$ cat config.mk
export PLATFORM = sky130hd
export DESIGN_NAME = pll_cfg_ctrl_flat
export DESIGN_NICKNAME = d
export VERILOG_FILES = /design/src/rtl/pll_cfg_ctrl_if.sv /design/src/rtl/pll_cfg_ctrl.sv /design/src/flat_wrapper.sv
export SDC_FILE = /design/constraint.sdc
export NUM_CORES = 1
export LEC_CHECK = 0
export ABC_AREA = 1
export CORE_UTILIZATION = 50
export CTS_CLUSTER_SIZE = 12
export DETAILED_ROUTE_END_ITERATION = 10
export MAX_ROUTING_LAYER = met4
export PLACE_DENSITY_LB_ADDON = 0.1
export SLEW_MARGIN = 20
export SYNTH_ARGS = -nofsm -noshare
export SYNTH_HDL_FRONTEND = slang
export SYNTH_SLANG_ARGS = --single-unit
$ cat constraint.sdc
create_clock -name clk_i -period 4.9 [get_ports clk_i]
set_clock_uncertainty 0.1 [all_clocks]
set_input_delay 1.47 -clock clk_i [delete_from_list [all_inputs] [get_ports clk_i]]
set_output_delay 1.47 -clock clk_i [all_outputs]
set_load 0.005 [all_outputs]
$ cat src/rtl/pll_cfg_ctrl_if.sv
// Request/response handshake bundle for the PLL configuration sequencer.
// Signal names keep their pin-level suffixes so waveforms map 1:1 to the block pins.
interface pll_cfg_ctrl_if #(
  parameter int REF_DEV_WIDTH = 4,
  parameter int FB_DIV_WIDTH  = 8
);
  logic                     req_valid_i;
  logic                     req_ready_o;
  logic [REF_DEV_WIDTH-1:0] req_refdiv_i;
  logic [FB_DIV_WIDTH-1:0]  req_fbdiv_i;
  logic                     rsp_valid_o;
  logic                     rsp_ready_i;
  logic [1:0]               rsp_status_o;

  modport master (
    output req_valid_i, req_refdiv_i, req_fbdiv_i, rsp_ready_i,
    input  req_ready_o, rsp_valid_o, rsp_status_o
  );

  modport slave (
    input  req_valid_i, req_refdiv_i, req_fbdiv_i, rsp_ready_i,
    output req_ready_o, rsp_valid_o, rsp_status_o
  );
endinterface

$ cat src/rtl/pll_cfg_ctrl.sv
// PLL configuration and lock sequencer: validates divider requests, pulses the
// PLL reset, qualifies lock with a stability window, timeout and bounded retries,
// and re-acquires lock on its own if the PLL drops out while in service.
module pll_cfg_ctrl #(
  parameter int REF_DEV_WIDTH = 4,
  parameter int FB_DIV_WIDTH  = 8,
  parameter int RST_CYCLES    = 16,
  parameter int LOCK_STABLE   = 8,
  parameter int LOCK_TIMEOUT  = 4096,
  parameter int MAX_RETRY     = 3
) (
  input  logic                     clk_i,
  input  logic                     rst_i,
  pll_cfg_ctrl_if.slave            bus,
  output logic                     pll_arst_no,
  output logic [REF_DEV_WIDTH-1:0] pll_refdiv_o,
  output logic [FB_DIV_WIDTH-1:0]  pll_fbdiv_o,
  input  logic                     pll_locked_i,
  output logic                     locked_o,
  output logic                     busy_o,
  output logic                     lock_lost_o
);
  typedef enum logic [1:0] {IDLE, RESET_HOLD, WAIT_LOCK, LOCKED} state_t;

  localparam logic [1:0] ST_OK  = 2'd0;
  localparam logic [1:0] ST_BAD = 2'd1;
  localparam logic [1:0] ST_TMO = 2'd2;

  localparam int RCW = $clog2(RST_CYCLES + 1);
  localparam int TCW = $clog2(LOCK_TIMEOUT + 1);
  localparam int SCW = $clog2(LOCK_STABLE + 1);
  localparam int RYW = (MAX_RETRY > 0) ? $clog2(MAX_RETRY + 1) : 1;

  localparam logic [RCW-1:0] RC_LAST = RCW'(RST_CYCLES - 1);
  localparam logic [TCW-1:0] TC_LAST = TCW'(LOCK_TIMEOUT - 1);
  localparam logic [TCW-1:0] TC_MAX  = TCW'(LOCK_TIMEOUT);
  localparam logic [SCW-1:0] SC_LAST = SCW'(LOCK_STABLE - 1);
  localparam logic [SCW-1:0] SC_MAX  = SCW'(LOCK_STABLE);
  localparam logic [RYW-1:0] RY_MAX  = RYW'(MAX_RETRY);

  state_t                   r_state;
  logic                     r_lk_s1, r_lk_s;
  logic [RCW-1:0]           r_rst_cnt;
  logic [TCW-1:0]           r_to_cnt;
  logic [SCW-1:0]           r_stab_cnt;
  logic [RYW-1:0]           r_retry;
  logic                     r_from_req;
  logic                     r_arst_n;
  logic [REF_DEV_WIDTH-1:0] r_refdiv;
  logic [FB_DIV_WIDTH-1:0]  r_fbdiv;
  logic                     r_locked;
  logic                     r_lock_lost;
  logic                     r_rsp_valid;
  logic [1:0]               r_rsp_status;

  logic w_ready, w_accept, w_bad;

  // Requests are only taken when no sequence is running and no response is owed.
  assign w_ready  = ~rst_i & ((r_state == IDLE) | (r_state == LOCKED)) & ~r_rsp_valid;
  assign w_accept = bus.req_valid_i & w_ready;
  assign w_bad    = (bus.req_refdiv_i == '0) | (bus.req_fbdiv_i == '0);

  assign bus.req_ready_o  = w_ready;
  assign bus.rsp_valid_o  = r_rsp_valid;
  assign bus.rsp_status_o = r_rsp_status;
  assign pll_arst_no      = r_arst_n;
  assign pll_refdiv_o     = r_refdiv;
  assign pll_fbdiv_o      = r_fbdiv;
  assign locked_o         = r_locked;
  assign lock_lost_o      = r_lock_lost;
  assign busy_o           = (r_state == RESET_HOLD) | (r_state == WAIT_LOCK);

  // Two-flop synchronizer for the asynchronous raw lock indication.
  always_ff @(posedge clk_i) begin
    if (rst_i) begin
      r_lk_s1 <= 1'b0;
      r_lk_s  <= 1'b0;
    end else begin
      r_lk_s1 <= pll_locked_i;
      r_lk_s  <= r_lk_s1;
    end
  end

  // Sequencer FSM with its counters, PLL-side outputs and the response register.
  always_ff @(posedge clk_i) begin
    if (rst_i) begin
      r_state      <= IDLE;
      r_rst_cnt    <= '0;
      r_to_cnt     <= '0;
      r_stab_cnt   <= '0;
      r_retry      <= '0;
      r_from_req   <= 1'b0;
      r_arst_n     <= 1'b0;
      r_refdiv     <= '0;
      r_fbdiv      <= '0;
      r_locked     <= 1'b0;
      r_lock_lost  <= 1'b0;
      r_rsp_valid  <= 1'b0;
      r_rsp_status <= ST_OK;
    end else begin
      r_lock_lost <= 1'b0;
      if (r_rsp_valid && bus.rsp_ready_i) r_rsp_valid <= 1'b0;

      case (r_state)
        IDLE, LOCKED: begin
          if (w_accept && !w_bad) begin
            // A new request pre-empts a coincident lock loss, which is still flagged.
            r_refdiv   <= bus.req_refdiv_i;
            r_fbdiv    <= bus.req_fbdiv_i;
            r_retry    <= '0;
            r_rst_cnt  <= '0;
            r_arst_n   <= 1'b0;
            r_locked   <= 1'b0;
            r_from_req <= 1'b1;
            r_state    <= RESET_HOLD;
            if (r_state == LOCKED && !r_lk_s) r_lock_lost <= 1'b1;
          end else begin
            if (w_accept) begin
              r_rsp_valid  <= 1'b1;
              r_rsp_status <= ST_BAD;
            end
            // Autonomous relock: no PLL reset and nobody to answer.
            if (r_state == LOCKED && !r_lk_s) begin
              r_lock_lost <= 1'b1;
              r_locked    <= 1'b0;
              r_retry     <= '0;
              r_to_cnt    <= '0;
              r_stab_cnt  <= '0;
              r_from_req  <= 1'b0;
              r_state     <= WAIT_LOCK;
            end
          end
        end

        RESET_HOLD: begin
          r_to_cnt   <= '0;
          r_stab_cnt <= '0;
          if (r_rst_cnt == RC_LAST) begin
            r_arst_n <= 1'b1;
            r_state  <= WAIT_LOCK;
          end else begin
            r_rst_cnt <= r_rst_cnt + 1'b1;
          end
        end

        WAIT_LOCK: begin
          if (!r_lk_s)                 r_stab_cnt <= '0;
          else if (r_stab_cnt != SC_MAX) r_stab_cnt <= r_stab_cnt + 1'b1;
          if (r_to_cnt != TC_MAX)      r_to_cnt   <= r_to_cnt + 1'b1;

          // Lock qualification wins over a timeout landing on the same cycle.
          if (r_lk_s && r_stab_cnt == SC_LAST) begin
            r_locked   <= 1'b1;
            r_state    <= LOCKED;
            r_from_req <= 1'b0;
            if (r_from_req) begin
              r_rsp_valid  <= 1'b1;
              r_rsp_status <= ST_OK;
            end
          end else if (r_to_cnt == TC_LAST) begin
            r_arst_n <= 1'b0;
            if (r_retry != RY_MAX) begin
              r_retry   <= r_retry + 1'b1;
              r_rst_cnt <= '0;
              r_state   <= RESET_HOLD;
            end else begin
              r_state    <= IDLE;
              r_from_req <= 1'b0;
              if (r_from_req) begin
                r_rsp_valid  <= 1'b1;
                r_rsp_status <= ST_TMO;
              end
            end
          end
        end

        default: r_state <= IDLE;
      endcase
    end
  end
endmodule

$ cat src/flat_wrapper.sv
// flat-port wrapper written by rule: the top's interface ports become plain ports
module pll_cfg_ctrl_flat 
#(
  parameter int REF_DEV_WIDTH = 4,
  parameter int FB_DIV_WIDTH  = 8,
  parameter int RST_CYCLES    = 16,
  parameter int LOCK_STABLE   = 8,
  parameter int LOCK_TIMEOUT  = 4096,
  parameter int MAX_RETRY     = 3
)
  (clk_i, rst_i, pll_arst_no, pll_refdiv_o, pll_fbdiv_o, pll_locked_i, locked_o, busy_o, lock_lost_o, bus_req_valid_i, bus_req_refdiv_i, bus_req_fbdiv_i, bus_rsp_ready_i, bus_req_ready_o, bus_rsp_valid_o, bus_rsp_status_o);
  pll_cfg_ctrl_if #(.REF_DEV_WIDTH(REF_DEV_WIDTH), .FB_DIV_WIDTH(FB_DIV_WIDTH)) bus_i ();
  input  logic clk_i;
  input  logic rst_i;
  output logic pll_arst_no;
  output logic [REF_DEV_WIDTH-1:0] pll_refdiv_o;
  output logic [FB_DIV_WIDTH-1:0] pll_fbdiv_o;
  input  logic pll_locked_i;
  output logic locked_o;
  output logic busy_o;
  output logic lock_lost_o;
  input wire logic [$bits(bus_i.req_valid_i)-1:0] bus_req_valid_i;
  input wire logic [$bits(bus_i.req_refdiv_i)-1:0] bus_req_refdiv_i;
  input wire logic [$bits(bus_i.req_fbdiv_i)-1:0] bus_req_fbdiv_i;
  input wire logic [$bits(bus_i.rsp_ready_i)-1:0] bus_rsp_ready_i;
  output wire logic [$bits(bus_i.req_ready_o)-1:0] bus_req_ready_o;
  output wire logic [$bits(bus_i.rsp_valid_o)-1:0] bus_rsp_valid_o;
  output wire logic [$bits(bus_i.rsp_status_o)-1:0] bus_rsp_status_o;
  assign bus_i.req_valid_i = bus_req_valid_i;
  assign bus_i.req_refdiv_i = bus_req_refdiv_i;
  assign bus_i.req_fbdiv_i = bus_req_fbdiv_i;
  assign bus_i.rsp_ready_i = bus_rsp_ready_i;
  assign bus_req_ready_o = bus_i.req_ready_o;
  assign bus_rsp_valid_o = bus_i.rsp_valid_o;
  assign bus_rsp_status_o = bus_i.rsp_status_o;
  pll_cfg_ctrl #(.REF_DEV_WIDTH(REF_DEV_WIDTH), .FB_DIV_WIDTH(FB_DIV_WIDTH), .RST_CYCLES(RST_CYCLES), .LOCK_STABLE(LOCK_STABLE), .LOCK_TIMEOUT(LOCK_TIMEOUT), .MAX_RETRY(MAX_RETRY)) u_core (.clk_i(clk_i), .rst_i(rst_i), .bus(bus_i), .pll_arst_no(pll_arst_no), .pll_refdiv_o(pll_refdiv_o), .pll_fbdiv_o(pll_fbdiv_o), .pll_locked_i(pll_locked_i), .locked_o(locked_o), .busy_o(busy_o), .lock_lost_o(lock_lost_o));
endmodule
---- Word-level counts from Yosys, hierarchy flattened ----
Index checks and enable logic that the tools add are counted.
storage, ports and cells
  bits in registers ....................... 47
  output and inout bits ................... 20
  word-level logic and storage cells ...... 134
operators by class
  $add $sub $neg .......................... 4
  equal/unequal tests ..................... 25
  mux-type cells .......................... 59
  bitwise gates (word level) .............. 9
  reductions and logical operators ........ 22
operators by type and width
  operator                                                            count
  13-bit 2-to-1 mux                                                   3
  13-bit one-hot mux with 3 select lines                              1
  2-bit 2-to-1 mux                                                    17
  5-bit 2-to-1 mux                                                    5
  1-bit 2-to-1 mux                                                    20
  2-bit != test (second input constant)                               9
  4-bit 2-to-1 mux                                                    4
  5-bit one-hot mux with 3 select lines                               1
  13-bit by 1-bit adder with 13-bit output (second input constant)    1
  13-bit by 12-bit == test with 1-bit output (second input constant)  1
  13-bit != test (second input constant)                              1
  4-bit one-hot mux with 3 select lines                               1
  3-bit AND reduction                                                 4
  5-bit AND reduction                                                 2
  3-bit != test (second input constant)                               3
  8-bit zero test                                                     1
  2-bit by 1-bit != test with 1-bit output (second input constant)    4
  2-bit one-hot mux with 2 select lines                               2
  4-bit AND reduction                                                 2
  1-bit one-hot mux with 2 select lines                               3
  2-bit one-hot mux with 3 select lines                               1
  6-bit AND reduction                                                 1
  5-bit by 1-bit adder with 5-bit output (second input constant)      1
  5-bit by 4-bit == test with 1-bit output (second input constant)    1
  other kinds (18)                                                    30

---- Depth between registers and ports, before layout ----
  depth in word-level cells ............... 8
  mapped depth ............................ 12
  depth with buffers taken out ............ 11

---- Least setup slack after synthesis ----
No wires, ideal clock.
  path type ............................... input-to-output
  from .................................... input port rst_i
  to ...................................... output port bus_req_ready_o
  arrival time ............................ 1.790 ns
  path slack .............................. 1.540 ns
  stages on the path ...................... 4
  buffers on the path ..................... 1
  path through ............................ buf_6 -> inv_4 -> nand3_4 -> inv_1
on the way
  word-level cells in the longest chain between the ends .. 3
RTL lines
  what                             line                source
  from (decl)                      flat_wrapper.sv:14  input logic rst_i;
  1-bit NOT                        pll_cfg_ctrl.sv:59  assign w_ready = ~rst_i & ((r_state == IDLE) | (r_state == LOCKED)) & ~r_rsp_valid;
  1-bit bitwise AND (2 in series)  pll_cfg_ctrl.sv:59
  to (decl)                        flat_wrapper.sv:26  output wire logic [$bits(bus_i.req_ready_o)-1:0] bus_req_ready_o;
No other way between the ends.

---- Worst setup path in the final report ----
Same ends and word-level chain as after synthesis.

==> results.toml <==
[grt]
grt-ovfl-total = 0
grt_pass1_wl_um = 9820
antenna_found_initial = 0
grt_pass1_vias = 2166
grt_use_total_pct = 21.2
grt_max_degree = 28

[detailed_routing]
dr_total_vias = 2518
drt_iter0_drc = 171
avgRoutedWirePerCell_um = 11.1
viasPerCell = 4.95
drt-total-wl_um = 5660
drc = 0
drtAntennaViolNets = 0
dr.pass1.iters = 5

[critical_path]
cp_data_arrival_time_ns = 2.83
crit_fanout = 21
endpoint_kind = "output port"
critPathSlowestCell = "clkdlybuf4s50_1"
crit_chain = "clkdlybuf4s50_1 -> inv_4 -> nand3_4 -> inv_1 -> clkdlybuf4s50_1"
critPathBufInv = 4
cpMostUsedCell = "clkdlybuf4s50_1"
required_ns = 3.33
crit_family = "buffers and inverters"
worstSetupPathType = "in2out"
startpoint_type = "primary input"
crit_path_max_incr_delay_ns = 0.49

[cts]
clockBufferDepth = 2
numCtsBuffers = 5
cts_max_level = 2
insertion_delay_ns = 0.31
ctsResizeCount = 0
post_cts_buffers = 0
cts_tree = "built"
cts_num_sinks = 47
hold_buffers = 0
cts_root_buffer = "clkbuf_8"
path_clk_slew_ns = 0.09

[layout]
area_growth_syn_to_layout_pct = 17.0
fin_cells = 509
final_nets = 465
drive_gt1_share_pct = 9.34
insertedDiodeCount = 0
final_util_pct = 62.0

[synth]
yosysMostFrequentCell = "nand2_1"
synth_area_leader_cell = "dfxtp_1"
async_flop_share_pct = 0
ys_ff_latch = 47
avgSynthCellArea_um2 = 6.82
ys_top_cells_by_area = "dfxtp_1, nand2_1, nor2_1, a21oi_1, inv_1"
synth_edf_count = 0
syn_nets = 434
ys_types = 33
syn-instance-count = 407
yosysSeqAreaShare_pct = 33.9
yosys-top-cells-count = "nand2_1, nor2_1, dfxtp_1"
synth_top_area_share_pct = 33.9
synthFlopType = "dfxtp_1"
synth_area_mm2 = 0.00278
yosysWarnings = 0

[floorplan]
chipHeight_um = 76.5
dieWidth_um = 76.5
fp.dieArea_mm2 = 0.00586
io-pin-count = 37
num_rows = 26
coreArea_mm2 = 0.00524
start_util_pct = 53.0

[timing]
min_period_over_period_pct = 89.7
report.final.slew_viol_count = 0
min_period_ns = 4.40
worstMarginPinSlew_ns = 0.733
finalSetupTns_ns = 0
slew_headroom_pct = 51.1
max_freq_mhz = 227
rsz0062_at_grt = "no"
setup_ws_ns = 0.504
final_hold_viol_count = 0
setup_viol = 0

[power]
p_sw_mw = 0.559
seq_power_share_pct = 34.4
ir_drop_mv = 0.361
switching_share_pct = 39.8
p_leak_nw = 1.34
p_int_mw = 0.844
power_density_mw_per_mm2 = 432
power_frac_comb_pct = 44.2
clkPwrFrac_pct = 21.4

[placed_design]
dp_hpwl_um = 4060
place_ws_ns = 0.495
portBuffers = 36
place_inst = 501
place.gp.congestion = 0.827

[run_status]
status = "complete, no violations"

[worst_hold_path]
hold_path_class = "reg2reg"

[flow_run]
drv_cap = 0
==> per-stage QoR <==
step	hold WS [ns]	area, um^2	total power, mW
3_3_place_gp	0.291	3130	1.11
2_1_floorplan	0.288	2780	0.958
3_5_place_dp	0.300	3130	1.11
5_1_grt	0.339	3250	1.51
4_1_cts	0.313	3250	1.41
6_report	0.312	3250	1.40
==> metal layers <==
layer  GRT usage, %  vias up  part of all wire, %
met5              -        -                    0
met4           7.50        0                  1.5
met3           3.95        9                  4.6
met2           31.7       61                   43
met1           28.5     1097                   51
li1               -     1351                    -
==> registers in the layout (all words and copies together), names as in the netlist <==
name / flops
u_core.bus.rsp_status_o: 2
u_core.bus.rsp_valid_o: 1
u_core.lock_lost_o: 1
u_core.locked_o: 1
u_core.pll_arst_no: 1
u_core.pll_fbdiv_o: 8
u_core.pll_refdiv_o: 4
u_core.r_from_req: 1
u_core.r_lk_s: 1
u_core.r_lk_s1: 1
u_core.r_retry: 2
u_core.r_rst_cnt: 5
u_core.r_stab_cnt: 4
u_core.r_state: 2
u_core.r_to_cnt: 13
==> worst min-delay path, stage by stage (launching register included) <==
cell and delay, ns:
dfxtp_1 0.31, inv_1 0.04, nor2_1 0.03
==> path summary, 6_finish.rpt <==
path                     start                end  slack, ns  cells past startpoint
max                      rst_i    bus_req_ready_o       0.50                      5
min             u_core.r_lk_s1      u_core.r_lk_s       0.31                      2
max reg2reg  u_core.r_state[0]  u_core.r_retry[0]       2.66                      7
min reg2reg     u_core.r_lk_s1      u_core.r_lk_s       0.31                      2
==> cell families after synthesis <==
group,after synthesis,share of synthesized area [%]
and+or+nand+nor,218,37.3
DFF,47,33.9
buffers and inverters,66,10.9
xor gates and xnor gates,6,1.89
AOI/OAI and AO/OA,60,11.6
adders and majority gates,10,4.50
==> power by group through the flow <==
stage / registers [mW] / clock network [mW] / logic [mW]
finish: 0.483 / 0.300 / 0.621
global placement: 0.490 / 0 / 0.618
global route: 0.491 / 0.322 / 0.697
CTS: 0.482 / 0.306 / 0.624
detailed placement: 0.490 / 0 / 0.620
floorplan: 0.487 / 0 / 0.471
==> cell usage in the layout, fill, tap and decap left out, types with 4 or more instances in the layout <==
cell and instances:
nand2_1 106, nor2_1 54, dfxtp_1 47, inv_1 46, a21oi_1 37, clkdlybuf4s50_1 36
o21ai_0 18, nand3_1 18, nand4_1 12, ha_1 10, inv_2 6, xor2_1 5
clkbuf_8 5, nor2_4 4, nand3_2 4, nand2_2 4, or2_2 4
==> final cells by class <==
cell class              count  area, um^2
fillers                   490        1990
clock buffers               5        68.8
flip-flops and latches     47         941
clock inverters             3        47.5
inverters                  53         201
multi-input cells         294        1540
repair buffers             37         368
well taps                  70        87.6
No activity file was read; power rests on OpenSTA's default activity.
